**config.mk**
```make
export PLATFORM = sky130hd
export DESIGN_NAME = mem_arbiter
export DESIGN_NICKNAME = d
export VERILOG_FILES = /design/src/rtl/mem_arbiter.sv
export SDC_FILE = /design/constraint.sdc
export NUM_CORES = 1
export LEC_CHECK = 0
export BUFFER_PORTS_ARGS = -buffer_cell sky130_fd_sc_hd__buf_4
export CAP_MARGIN = 0
export CELL_PAD_IN_SITES_DETAIL_PLACEMENT = 1
export CELL_PAD_IN_SITES_GLOBAL_PLACEMENT = 1
export CORE_AREA = 8 8 111 113
export DETAILED_ROUTE_END_ITERATION = 10
export DIE_AREA = 0 0 119 121
export PLACE_DENSITY_LB_ADDON = 0.15
export SYNTH_ARGS = -nofsm -noshare
export SYNTH_HDL_FRONTEND = slang
export SYNTH_SLANG_ARGS = --single-unit
```
**constraint.sdc**
```tcl
create_clock -name clk -period 2.6 [get_ports clk]
set_input_delay 0.13 -clock clk [delete_from_list [all_inputs] [get_ports clk]]
set_output_delay 0.13 -clock clk [all_outputs]
set_load 0.01 [all_outputs]
```
**src/rtl/mem_arbiter.sv**
```systemverilog
// Two-master round-robin arbiter in front of a 256x16 synchronous RAM plus the
// LED register and switch port; every access takes a fixed two cycles to ack.
//
// state | meaning
// IDLE  | waiting for a request, arbitration happens here
// ISSUE | RAM address/write presented, LED written, switches sampled
// DATA  | RAM read data available, owner acked
module mem_arbiter #(
  parameter int                DATA_W   = 16,
  parameter int                ADDR_W   = 9,
  parameter logic [ADDR_W-1:0] LED_ADDR = 9'h100,
  parameter logic [ADDR_W-1:0] SW_ADDR  = 9'h140
) (
  input  logic              clk,
  input  logic              reset,
  input  logic              req0,
  input  logic              req1,
  input  logic [1:0]        cmd0,
  input  logic [1:0]        cmd1,
  input  logic [ADDR_W-1:0] addr0,
  input  logic [ADDR_W-1:0] addr1,
  input  logic [DATA_W-1:0] wdata0,
  input  logic [DATA_W-1:0] wdata1,
  output logic              ack0,
  output logic              ack1,
  output logic [DATA_W-1:0] rdata0,
  output logic [DATA_W-1:0] rdata1,
  output logic [7:0]        ram_addr,
  output logic              ram_write,
  output logic [DATA_W-1:0] ram_din,
  input  logic [DATA_W-1:0] ram_dout,
  input  logic [7:0]        sw,
  output logic [7:0]        led,
  output logic              busy,
  output logic              owner
);

  typedef enum logic [1:0] {IDLE, ISSUE, DATA} state_t;

  localparam logic [1:0] CMD_RD = 2'b01;
  localparam logic [1:0] CMD_WR = 2'b10;

  state_t              state, state_nxt;
  logic [1:0]          cmd_q;
  logic [ADDR_W-1:0]   addr_q;
  logic [DATA_W-1:0]   wdata_q;
  logic [7:0]          sw_q;
  logic [DATA_W-1:0]   rdata0_q, rdata1_q;
  logic [DATA_W-1:0]   rd_value;
  logic                grant;
  logic                winner;

  // Contention goes to the master that did not win last time.
  assign grant  = req0 | req1;
  assign winner = (req0 & req1) ? ~owner : req1;

  always_ff @(posedge clk or negedge reset) begin
    if (!reset) state <= IDLE;
    else        state <= state_nxt;
  end

  always_comb begin
    state_nxt = state;
    case (state)
      IDLE:    if (grant) state_nxt = ISSUE;
      ISSUE:   state_nxt = DATA;
      DATA:    state_nxt = IDLE;
      default: state_nxt = IDLE;
    endcase
  end

  always_comb begin
    busy      = (state != IDLE);
    ram_write = (state == ISSUE) && (cmd_q == CMD_WR) && !addr_q[ADDR_W-1];
    ack0      = (state == DATA) && !owner;
    ack1      = (state == DATA) && owner;
    rd_value  = '0;
    if (!addr_q[ADDR_W-1])    rd_value = ram_dout;
    else if (addr_q == SW_ADDR) rd_value = {{(DATA_W-8){1'b0}}, sw_q};
    // RAM data only arrives in DATA, so the read result bypasses the hold register.
    rdata0 = (ack0 && cmd_q == CMD_RD) ? rd_value : rdata0_q;
    rdata1 = (ack1 && cmd_q == CMD_RD) ? rd_value : rdata1_q;
  end

  assign ram_addr = addr_q[7:0];
  assign ram_din  = wdata_q;

  always_ff @(posedge clk or negedge reset) begin
    if (!reset) begin
      cmd_q    <= '0;
      addr_q   <= '0;
      wdata_q  <= '0;
      owner    <= 1'b1;
      led      <= '0;
      sw_q     <= '0;
      rdata0_q <= '0;
      rdata1_q <= '0;
    end else begin
      rdata0_q <= rdata0;
      rdata1_q <= rdata1;
      if (state == IDLE && grant) begin
        owner   <= winner;
        cmd_q   <= winner ? cmd1 : cmd0;
        addr_q  <= winner ? addr1 : addr0;
        wdata_q <= winner ? wdata1 : wdata0;
      end
      if (state == ISSUE) begin
        sw_q <= sw;
        if (cmd_q == CMD_WR && addr_q == LED_ADDR) led <= wdata_q[7:0];
      end
    end
  end

endmodule

```
After elaboration in Yosys (flattened, before gate mapping)
Cells that the tools add are included.
Widths: inputs -> output; s select.
{"block": "word_totals", "n_memories": 0, "mem_bits_ro": 0, "inputBits": 82, "ff_bits": 78, "word_cells": 42, "ramBits": 0, "latchBits": 0}
{"block": "op_classes", "n_eq_ne": 7, "n_lt_le_gt_ge": 0, "bitwise": 3, "multipliers": 0, "n_reduce_logical": 13, "n_shift": 0, "div_mod_pow": 0, "n_addsub": 0, "mux": 10}
{"operator": "$mux 16", "count": 4}
{"operator": "$eq 9x9->1 const B", "count": 2}
{"operator": "$mux 9", "count": 1}
{"operator": "$logic_and 1x1->1", "count": 8}
{"operator": "$mux 8", "count": 1}
{"operator": "$eq 2x1->1 const B", "count": 2}
{"operator": "$eq 2x2->1 const B", "count": 2}
{"operator": "$mux 2", "count": 2}
{"operator": "$pmux 2 s2", "count": 1}
{"operator": "$logic_not 1->1", "count": 2}
{"operator": "$logic_not 2->1", "count": 1}
{"operator": "$ne 2x2->1 const B", "count": 1}
{"operator": "$reduce_and 2->1", "count": 1}
{"operator": "$reduce_bool 2->1", "count": 1}
{"operator": "$and 1x1->1", "count": 1}
{"operator": "$mux 1", "count": 1}
{"operator": "$not 1->1", "count": 1}
{"operator": "$or 1x1->1", "count": 1}

Logic depth before layout (Yosys ltp)
{"block": "depth", "ltp_word": 4, "depth_mapped": 6, "ltp_nobuf": 3}

Worst setup path after synthesis
No wires, ideal clock.
{"block": "synth_timing", "path_kind": "reg-to-reg", "startpoint": "register owner", "endpoint": "register wdata_q[10] (netlist: ram_din[10])", "setup_time_ps": 125, "slack_ps": 926, "stages_incl_launch_ff": 6, "n_path_buf": 2, "synth_period_minus_slack_ps": 1674, "arrival_time_ps": 1549, "path_cell_list": "dfstp_2 > a21boi_0 > buf_2 > buf_2 > mux2_2 > mux2_2"}
{"block": "synth_via", "elab_chain_cells": 3}
{"element": "start, declared", "line": "35", "source": "output logic owner"}
{"element": "start signal, assigned", "line": "102", "source": "owner <= winner;"}
{"element": "$not 1->1", "line": "55", "source": "assign winner = (req0 & req1) ? ~owner : req1;"}
{"element": "$mux 1", "line": "55"}
{"element": "$mux 16", "line": "105", "source": "wdata_q <= winner ? wdata1 : wdata0;"}
{"element": "end signal, assigned", "line": "105"}
{"element": "end, declared", "line": "46", "source": "logic [DATA_W-1:0] wdata_q;"}
Every way passes these cells.
A chain may end at the register's enable or synchronous reset.

Worst setup path after layout
{"block": "layout_timing", "startpoint": "register state[0]", "endpoint": "output rdata1[8]"}
{"block": "layout_via", "elab_chain_cells": 4}
{"element": "start, declared", "line": "43", "source": "state_t state, state_nxt;"}
{"element": "start signal, assigned", "line": "59", "source": "else state <= state_nxt;"}
{"element": "$eq 2x2->1", "line": "76", "source": "ack1 = (state == DATA) && owner;"}
{"element": "$logic_and 1x1->1", "line": "76"}
{"element": "$logic_and 1x1->1", "line": "82", "source": "rdata1 = (ack1 && cmd_q == CMD_RD) ? rd_value : rdata1_q;"}
{"element": "$mux 16", "line": "82"}
{"element": "end, declared", "line": "27", "source": "output logic [DATA_W-1:0] rdata1,"}
Every way passes these cells.

==> metrics.yaml <==
run_status:
  status: "finished clean"
synthesis:
  synthFlopType: "dfrtp_1"
  synthTopCellsByCount: "mux2_2, dfrtp_1, a21oi_1, buf_4, nor2b_1"
  synthTopCellsByArea: "dfrtp_1, mux2_2, a21oi_1, buf_4, a41oi_1"
  synth_nets: 344
  synth_edf_count: 0
  synth_most_common_cell: "mux2_2"
  seq_area_frac_synth_pct: 54.3
  yosys.area.top_type: "dfrtp_1"
  synth.distinct_cells: 24
  ys_async_sr_fraction_pct: 100
  syn-cell-area_um2: 3600
  synth_top_area_share_pct: 53.5
  syn_area_per_cell_um2: 13.7
  yosysWarnings: 0
  synth_cells: 262
  synth_seq_cells: 78
global_route:
  grt_pass1_vias: 3073
  grt_max_degree: 79
  grt_pass1_wl_mm: 16.2
  overflow: 0
  globalRouteTotalUtil_pct: 14.1
  antenna_found_initial: 0
pwr:
  p_sw_mw: 1.89
  switching_share_pct: 35.2
  power_leakage_nw: 2.33
  pwr-share-comb_pct: 46.7
  p_int_mw: 3.49
  p_clk_share_pct: 15.2
  ir_worst_vdd_mv: 0.392
  p_per_area_nw_per_um2: 1060
  p_seq_share_pct: 38.1
placement:
  place_congestion: 0.694
  dp_hpwl_mm: 7.72
  dpl-instance-area_um2: 4810
  place_inst: 536
  numPortBuffers: 150
die:
  initial_utilization_pct: 34.0
  num_io_pins: 151
  rows: 38
  die_area_um2: 14400
  die_x_um: 119
  core_um2: 10600
  die_height_um: 121
detailed_routing:
  ant_nets: 0
  drc: 0
  drt_pass1_iterations: 4
  wirelength_mm: 9.95
  viasPerCell: 4.71
  vias: 2631
  wire_per_inst_um: 17.8
  drt_iter0_markers: 50
cells_and_area:
  nNetsFinal: 496
  regArea_um2: 1950
  design_area_um2: 5050
  drive_gt1_share_pct: 65.6
  area_growth_pct: 40.4
  num_antenna_cells: 0
  multi_input_area_um2: 1480
  num-fill-cells: 1155
  finalNonFillerCells: 559
critical_path:
  worstPathMaxFanout: 25
  crit_arrival_ps: 2160
  end_kind: "output pin"
  r2r_setup_slack_ps: 600
  critPathKind: "reg -> out"
  r2r_end: "led[6]"
  r2r_cells: 3
  reg2reg_from: "addr_q[2]"
  start_kind: "flip-flop"
  crit_required_ps: 2470
timing:
  slew_headroom_pct: 33.4
  worstMarginPinSlew_ps: 999
  finClkSkew_ps: 10.2
  fin_setup_tns_ps: 0
  setup_viol: 0
  max_freq_ghz: 0.437
  period_share_pct: 88.0
  drv_slew: 0
  rsz0062_at_grt: "false"
  post-route-min-period_ps: 2290
  final_hold_viol_count: 0
cts:
  numCtsBuffers: 9
  clkTransAtPathRegs_ps: 70
  root_buffer: "clkbuf_8"
  cts_tree: "done"
  cts_buffer_depth: 2
  cts_max_level: 3
  cts.sinks: 78
  post-cts-setup-buffers: 0
  insertion_delay_ps: 340
min_path:
  worstHoldStart: "sw[2]"
  whs_path_depth: 2
  min_to: "sw_q[2]"
  hp-class: "in -> reg"
flow_run:
  drv_cap: 0
## kinds of logic after synthesis
logic type | count (synthesis) | synth area share, %
DFF | 78 | 54.3
buffers and inverters | 26 | 4.73
AOI/OAI and AO/OA | 41 | 6.88
muxes | 87 | 27.2
and+or+nand+nor | 30 | 6.92
## worst max path at each step
stage | endpoint | depth (start not counted) | slack, ps | start
4_1_cts | rdata1[9] | 5 | 260 | state[0]
3_5_place_dp | led[7] | 3 | 610 | addr_q[2]
2_1_floorplan | ram_din[10] | 5 | 930 | owner
5_1_grt | rdata1[10] | 5 | 170 | state[0]
6_report | rdata1[8] | 5 | 310 | state[0]
3_3_place_gp | led[5] | 3 | 640 | addr_q[2]
## timing repair
item	in CTS	in global routing
hold endpoints to repair	48	0
hold buffers	7	0
endpoints found under the setup margin	0	0
gates resized for setup	0	0
## registers in the layout, summed over array words and instances, names as in the netlist
| name | flops |
|---|---|
| ram_din | 16 |
| rdata0_q | 16 |
| rdata1_q | 16 |
| addr_q | 9 |
| led | 8 |
| sw_q | 8 |
| cmd_q | 2 |
| state | 2 |
| owner | 1 |
## power groups by stage
stage	Combinational, mW	Clock (mW)	Sequential, mW
2_1_floorplan	1.44	0	2.06
3_3_place_gp	2.55	0	2.05
3_5_place_dp	2.58	0	2.08
4_1_cts	2.59	0.862	2.06
5_1_grt	2.75	0.908	2.13
6_report	2.51	0.818	2.05
## cell type report
type	count	share of cell area, %
multi-input combinational	158	29.3
clock buffer	11	2.80
sequential	78	38.6
inverter	1	0.0743
tap	140	3.47
clock inverter	5	0.693
timing repair buffer	166	25.0
## per-layer routing
metal | share of wire (%) | wire length (um) | vias up | GRT usage (%)
li1 | - | - | 1242 | -
met1 | 42 | 4150 | 1291 | 16.3
met2 | 49 | 4890 | 90 | 23.7
met3 | 7.8 | 776 | 8 | 4.84
met4 | 1.3 | 125 | 0 | 5.22
met5 | 0 | 0 | - | 0
## layout by cell type, fill, tap and decap left out, drive strengths merged
| cell type | count |
|---|---|
| or2 | 1 |
| nor2b | 10 |
| dlygate4sd3 | 7 |
| dfrtp | 77 |
| clkbuf | 11 |
| and2b | 8 |
| and4b | 1 |
| a41oi | 8 |
| mux2 | 87 |
| dfstp | 1 |
| nand2 | 1 |
| nor2 | 2 |
| and4bb | 1 |
| a21boi | 1 |
| clkinvlp | 4 |
| a21oi | 24 |
| nor4 | 1 |
| buf | 159 |
| a31oi | 8 |
| nor4b | 1 |
| nor3b | 2 |
| nor4bb | 1 |
| and2 | 1 |
| clkinv | 2 |
## critical path: stages (launching register included)
cell and delay, ps:
dfrtp_1 420, and4bb_1 290, buf_4 260, nand2_1 310, mux2_2 380, buf_4 150
## stage by stage
stage               setup slack, ps  utilization (%)  hold WS (ps)  total power [mW]
floorplan                       926                -          -166              3.50
global placement                638             45.4           364              4.60
detailed placement              608             45.4           367              4.66
CTS                             258             47.7         0.230              5.51
global route                    166             47.7          18.4              5.78
finish                          313             47.7          23.9              5.38
Power figures use the tool's default switching activity.
